$ cat src/rtl/sysconf_regs.sv
// sysconf_regs: bank of num_regs 32-bit configuration words behind a
// single-address command/value port. A write in IDLE is a command word
// (SELECT / ARM / LOCK / STATUS); the write that follows an accepted ARM is
// the value for the armed entry. data_out is registered and read back with
// a plain read strobe.
module sysconf_regs #(
    parameter int                      num_regs  = 4,
    parameter int                      idx_width = 4,
    parameter logic [num_regs*32-1:0]  init_vals = {32'h0, 32'h4000, 32'h30000, 32'h40000},
    parameter logic [num_regs-1:0]     wr_mask   = 4'b1110
) (
    input  logic        clk,
    input  logic        rst_n,
    input  logic        stb,
    input  logic        we,
    input  logic [31:0] data_in,
    output logic [31:0] data_out,
    output logic        ack
);

    typedef enum logic {IDLE, ARMED} state_t;

    localparam logic [1:0] OP_SELECT = 2'b00;
    localparam logic [1:0] OP_ARM    = 2'b01;
    localparam logic [1:0] OP_LOCK   = 2'b10;
    localparam logic [1:0] OP_STATUS = 2'b11;

    state_t                 state_q, state_d;
    logic                   locked_q, locked_d;
    logic                   err_q, err_d;
    logic [31:0]            dout_q, dout_d;
    logic [idx_width-1:0]   wr_idx_q, wr_idx_d;
    logic                   value_wr;

    logic [1:0]             op;
    logic [idx_width-1:0]   idx;
    logic [31:0]            entry_val [num_regs];
    logic [31:0]            sel_val;
    logic                   sel_hit;
    logic                   sel_wmask;

    assign op       = data_in[31:30];
    assign idx      = data_in[idx_width-1:0];
    assign ack      = stb;
    assign data_out = dout_q;

    // Storage: one register per entry; read-only entries never see a write
    // enable, so they hold their reset value forever.
    genvar gi;
    generate
        for (gi = 0; gi < num_regs; gi++) begin : g_entry
            logic [31:0] entry_q;

            // Entry register: reload on reset, capture data_in on an armed value write
            always_ff @(posedge clk or negedge rst_n) begin
                if (!rst_n) begin
                    entry_q <= init_vals[32*gi +: 32];
                end else if (value_wr && wr_mask[gi] && (wr_idx_q == idx_width'(gi))) begin
                    entry_q <= data_in;
                end
            end

            assign entry_val[gi] = entry_q;
        end
    endgenerate

    // Index lookup: out-of-range indices match no entry and yield zero
    always_comb begin
        sel_val   = '0;
        sel_hit   = 1'b0;
        sel_wmask = 1'b0;
        for (int i = 0; i < num_regs; i++) begin
            if (idx == idx_width'(i)) begin
                sel_val   = entry_val[i];
                sel_hit   = 1'b1;
                sel_wmask = wr_mask[i];
            end
        end
    end

    // Control registers
    always_ff @(posedge clk or negedge rst_n) begin
        if (!rst_n) begin
            state_q  <= IDLE;
            locked_q <= 1'b0;
            err_q    <= 1'b0;
            dout_q   <= '0;
            wr_idx_q <= '0;
        end else begin
            state_q  <= state_d;
            locked_q <= locked_d;
            err_q    <= err_d;
            dout_q   <= dout_d;
            wr_idx_q <= wr_idx_d;
        end
    end

    // Next-state: only write strobes change anything; reads are side-effect free
    always_comb begin
        state_d  = state_q;
        locked_d = locked_q;
        err_d    = err_q;
        dout_d   = dout_q;
        wr_idx_d = wr_idx_q;
        value_wr = 1'b0;
        if (stb && we) begin
            if (state_q == ARMED) begin
                // Whole word is the value; no op decode, so LOCK cannot sneak in here
                value_wr = 1'b1;
                dout_d   = data_in;
                state_d  = IDLE;
            end else begin
                case (op)
                    OP_SELECT: dout_d = sel_val;
                    OP_ARM: begin
                        if (sel_hit && sel_wmask && !locked_q) begin
                            wr_idx_d = idx;
                            state_d  = ARMED;
                        end else begin
                            err_d = 1'b1;
                        end
                    end
                    OP_LOCK: locked_d = 1'b1;
                    OP_STATUS: begin
                        // Capture err before the read-to-clear takes effect
                        dout_d = {28'b0, (state_q == ARMED), locked_q, err_q, 1'b1};
                        err_d  = 1'b0;
                    end
                endcase
            end
        end
    end

endmodule

$ cat config.mk
export PLATFORM = sky130hd
export DESIGN_NAME = sysconf_regs
export DESIGN_NICKNAME = d
export VERILOG_FILES = /design/src/rtl/sysconf_regs.sv
export SDC_FILE = /design/constraint.sdc
export NUM_CORES = 1
export LEC_CHECK = 0
export ABC_AREA = 1
export BUFFER_PORTS_ARGS = -buffer_cell sky130_fd_sc_hd__buf_2
export CORE_MARGIN = 1
export CORE_UTILIZATION = 30
export DETAILED_ROUTE_END_ITERATION = 8
export PLACE_DENSITY = 0.43
export SLEW_MARGIN = 0
export SYNTH_ARGS = -nofsm -noshare
export SYNTH_HDL_FRONTEND = slang
export SYNTH_SLANG_ARGS = --single-unit
$ cat constraint.sdc
create_clock -name clk -period 1.7 [get_ports clk]
set_input_delay 0.34 -clock clk [delete_from_list [all_inputs] [get_ports clk]]
set_output_delay 0.34 -clock clk [all_outputs]
set_load 0.02 [all_outputs]
==> results.md <==
* Status: finished clean
* Max_slew headroom at 69.78%
* Post-synth cell types at 26
* CTS tree: yes
* Slew Viols, Final at 0
* Seq cells post-synth at 135
* Ys async rst share at 100.0%
* Kind of critical path: register to register
* Cell Area, Synth at 0.006640 mm^2
* Detailed-route via count at 5412
* Die width at 150.8 um
* Share of power burned in combinational logic at 12.8%
* Peak VDD IR at 0.5477 mV
* Sequential share of power at 41.1%
* Power share of the clock group at 46.1%
* Most common cell in the netlist: nand2_1
* Boundary Pins at 69
* Mux share of post-synthesis cell area at 0%
* P&R area growth vs syn at 21.80%
* Worst Slack Setup Final at 0.2804 ns
* Fill cell count at 2350
* Post-synth top flop: dfrtp_1
* Ant. Diodes at 0
* Part of the cycle the worst path needs at 83.50%
* Syn Inst Count at 845
* Sw Share at 27.92%
* P per Cell Area at 1046 mW/mm^2
* Final count of hold timing violations at 0
* Met1 usage at 23.98%
* Root buffer cell: clkbuf_16
* M2 GR Usage at 27.36%
* Largest net degree at the start of global routing at 65
* CP Launch Type: register
* Synth cell count leaders: 216 x nand2_1, 132 x dfrtp_1, 116 x o21ai_0
* Compound-gate portion of the synthesized area at 12.96%
* Yosys warnings at 32
* Crit path required time at 2.01 ns
* Net count after synthesis at 881
* RSZ-0062 raised after global routing: no
* GR Util All Layers at 17.20%
* Initial drt markers at 275
* Die H at 150.8 um
* H-tree depth at 4
* Vias in the first global route at 5319
* Top post-synthesis cells by area: dfrtp_1 50%, nand2_1 12%, o21ai_0 8.7%, inv_1 5.7%, nor2_1 4.6%
* Crit end category: register
* Row count at 54
* Grt total ovfl at 0
* Cell Count, Final, Fillers Out at 1205
* First-pass GRT wire length at 29500 um
* Final WL at 18150 um
* Maxcap violations at 0
* Worst-margin pin slew at 0.4533 ns
* Mean Syn Cell Area at 7.858 um^2
* Die area at 0.02273 mm^2
* Worst Reg2Reg Path Length in Cells at 7
* Post-synth EDFFs at 0
* Max Fclk at 704.4 MHz
* CTS Buf Count at 17
* Synth Area in Simple Gates at 26.04%
* Total power draw at 8.463 mW
* Post-synth top area share at 49.75%
* Clk buf depth at 2
* Switching pwr at 2.363 mW
* Post-route ant nets at 0
* Area after DPL at 0.007458 mm^2
* Clock transition at path regs at 0.06 ns
* Adder-Cell Fraction of Synth Area at 0%
* Cells after DPL at 1172
* Hold depth at 3
* Setup bufs post-CTS at 0
* GR Util met3 at 3.072%
* Worst skew pair latency at 0.42 ns
* Placement Setup Slack at 0.1478 ns
* Clk sinks at 135
* Most Crowded Layer GR: met2
* Core Box Area at 0.02176 mm^2
* IO buf count at 68
* Post-DP HPWL at 11370 um
* GPL Wtd Cong at 0.7199
* Hold Crit Class: input pin to register
* Main combinational cell family by area after synthesis: simple AND/OR/NAND/NOR gates
* Leakage at 4.155 nW
* Vias per cell at 4.491
* CP Data Arrival Time at 1.73 ns
* Worst clock skew at 0.01286 ns
* Worst-path fanout max at 18
* Initial core utilization at 30.52%
* Avg WL per Cell at 15.06 um
* Layout cell share with drive strength beyond 1 at 18.38%
* Min Tclk post-route at 1.420 ns
* Post-route cell area at 0.008088 mm^2
* WHS at 0.2126 ns
* Xor/xnor share of the synthesized area at 0%
* Final Setup Violations at 0
* Setup TNS at 0 ns
* Internal Dissipation at 6.100 mW
* DRC errors left at 0
* Final core occ at 37.18%
* Antenna violations before repair at 0
* Cell taking the most area after synthesis: dfrtp_1
* DRT Pass-1 Iters at 4
* Layout Nets at 948
* Sequential share of the synthesized area at 50.93%
[timing repair]
| item | 4_1_cts | 5_1_grt |
|---|---|---|
| setup endpoints to repair | 0 | 0 |
| hold buffers | 1 | 0 |
| resized for setup | 0 | 0 |
| endpoints found under the hold margin | 28 | 0 |
[layer usage]
| layer | up-vias | routed length (um) | part of all wire [%] |
|---|---|---|---|
| met3 | 16 | 486 | 2.7 |
| met2 | 67 | 8290 | 46 |
| met1 | 2540 | 9179 | 51 |
| li1 | 2789 | - | - |
| met5 | - | 0 | 0 |
| met4 | 0 | 193 | 1.1 |
[final timing paths]
check / end / start / slack (ns)
worst max register to register: data_out[0]$_DFFE_PN0P_ / state_q$_DFFE_PN0P_ / 0.28
worst max-delay path: data_out[0]$_DFFE_PN0P_ / state_q$_DFFE_PN0P_ / 0.28
max in group asynchronous: g_entry[1].entry_q[11]$_DFFE_PN0P_ / rst_n / 0.72
worst min-delay path: g_entry[1].entry_q[17]$_DFFE_PN1P_ / data_in[17] / 0.21
worst min register to register: g_entry[3].entry_q[28]$_DFFE_PN0P_ / g_entry[3].entry_q[28]$_DFFE_PN0P_ / 0.48
min in group asynchronous: g_entry[2].entry_q[30]$_DFFE_PN0P_ / rst_n / 0.42
[critical path, cell delays in order, from the launching register on]
cell	delay, ns
dfrtp_1	0.43
inv_2	0.19
nand3_2	0.12
nand2_4	0.08
buf_4	0.27
a21oi_1	0.07
nand2_1	0.10
nand2_1	0.06
[layout by cell type, fill, tap and decap left out, drive strengths merged]
cell type    instances
a21oi               33
buf                 99
bufinv               3
clkbuf              17
clkinv               4
clkinvlp             3
dfrtp              132
dfstp                3
dlygate4sd3          1
inv                111
nand2              218
nand3               41
nand3b              30
nand4                4
nor2                95
o21ai              130
o31ai                1
[cells by family after synthesis]
logic type	after synthesis
and+or+nand+nor	388
AOI/OAI and AO/OA	164
buffers and inverters	158
DFF	135
[state kept, by name (all words and copies together), names as in the netlist]
| register | count |
|---|---|
| err_q | 1 |
| locked_q | 1 |
| data_out | 32 |
| wr_idx_q | 4 |
| state_q | 1 |
| g_entry.entry_q | 96 |
[area by class of cell]
type | count | area [um^2] | area share, %
inverter | 106 | 397.9 | 4.920
clock buffer | 17 | 425.4 | 5.260
clock inverter | 15 | 193.9 | 2.398
multi-input combinational | 552 | 2599 | 32.13
timing repair buffer | 100 | 739.5 | 9.143
tap | 280 | 350.3 | 4.332
sequential | 135 | 3382 | 41.82
[power groups by stage]
stage	Combinational [mW]	Sequential [mW]	Clock, mW
after global placement	1.11	3.54	0
after detailed placement	1.11	3.54	0
after CTS	1.11	3.48	4.00
after floorplan	0.412	3.74	0
after global routing	1.21	3.50	4.13
final	1.08	3.48	3.90
No activity file was read; power rests on OpenSTA's default activity.
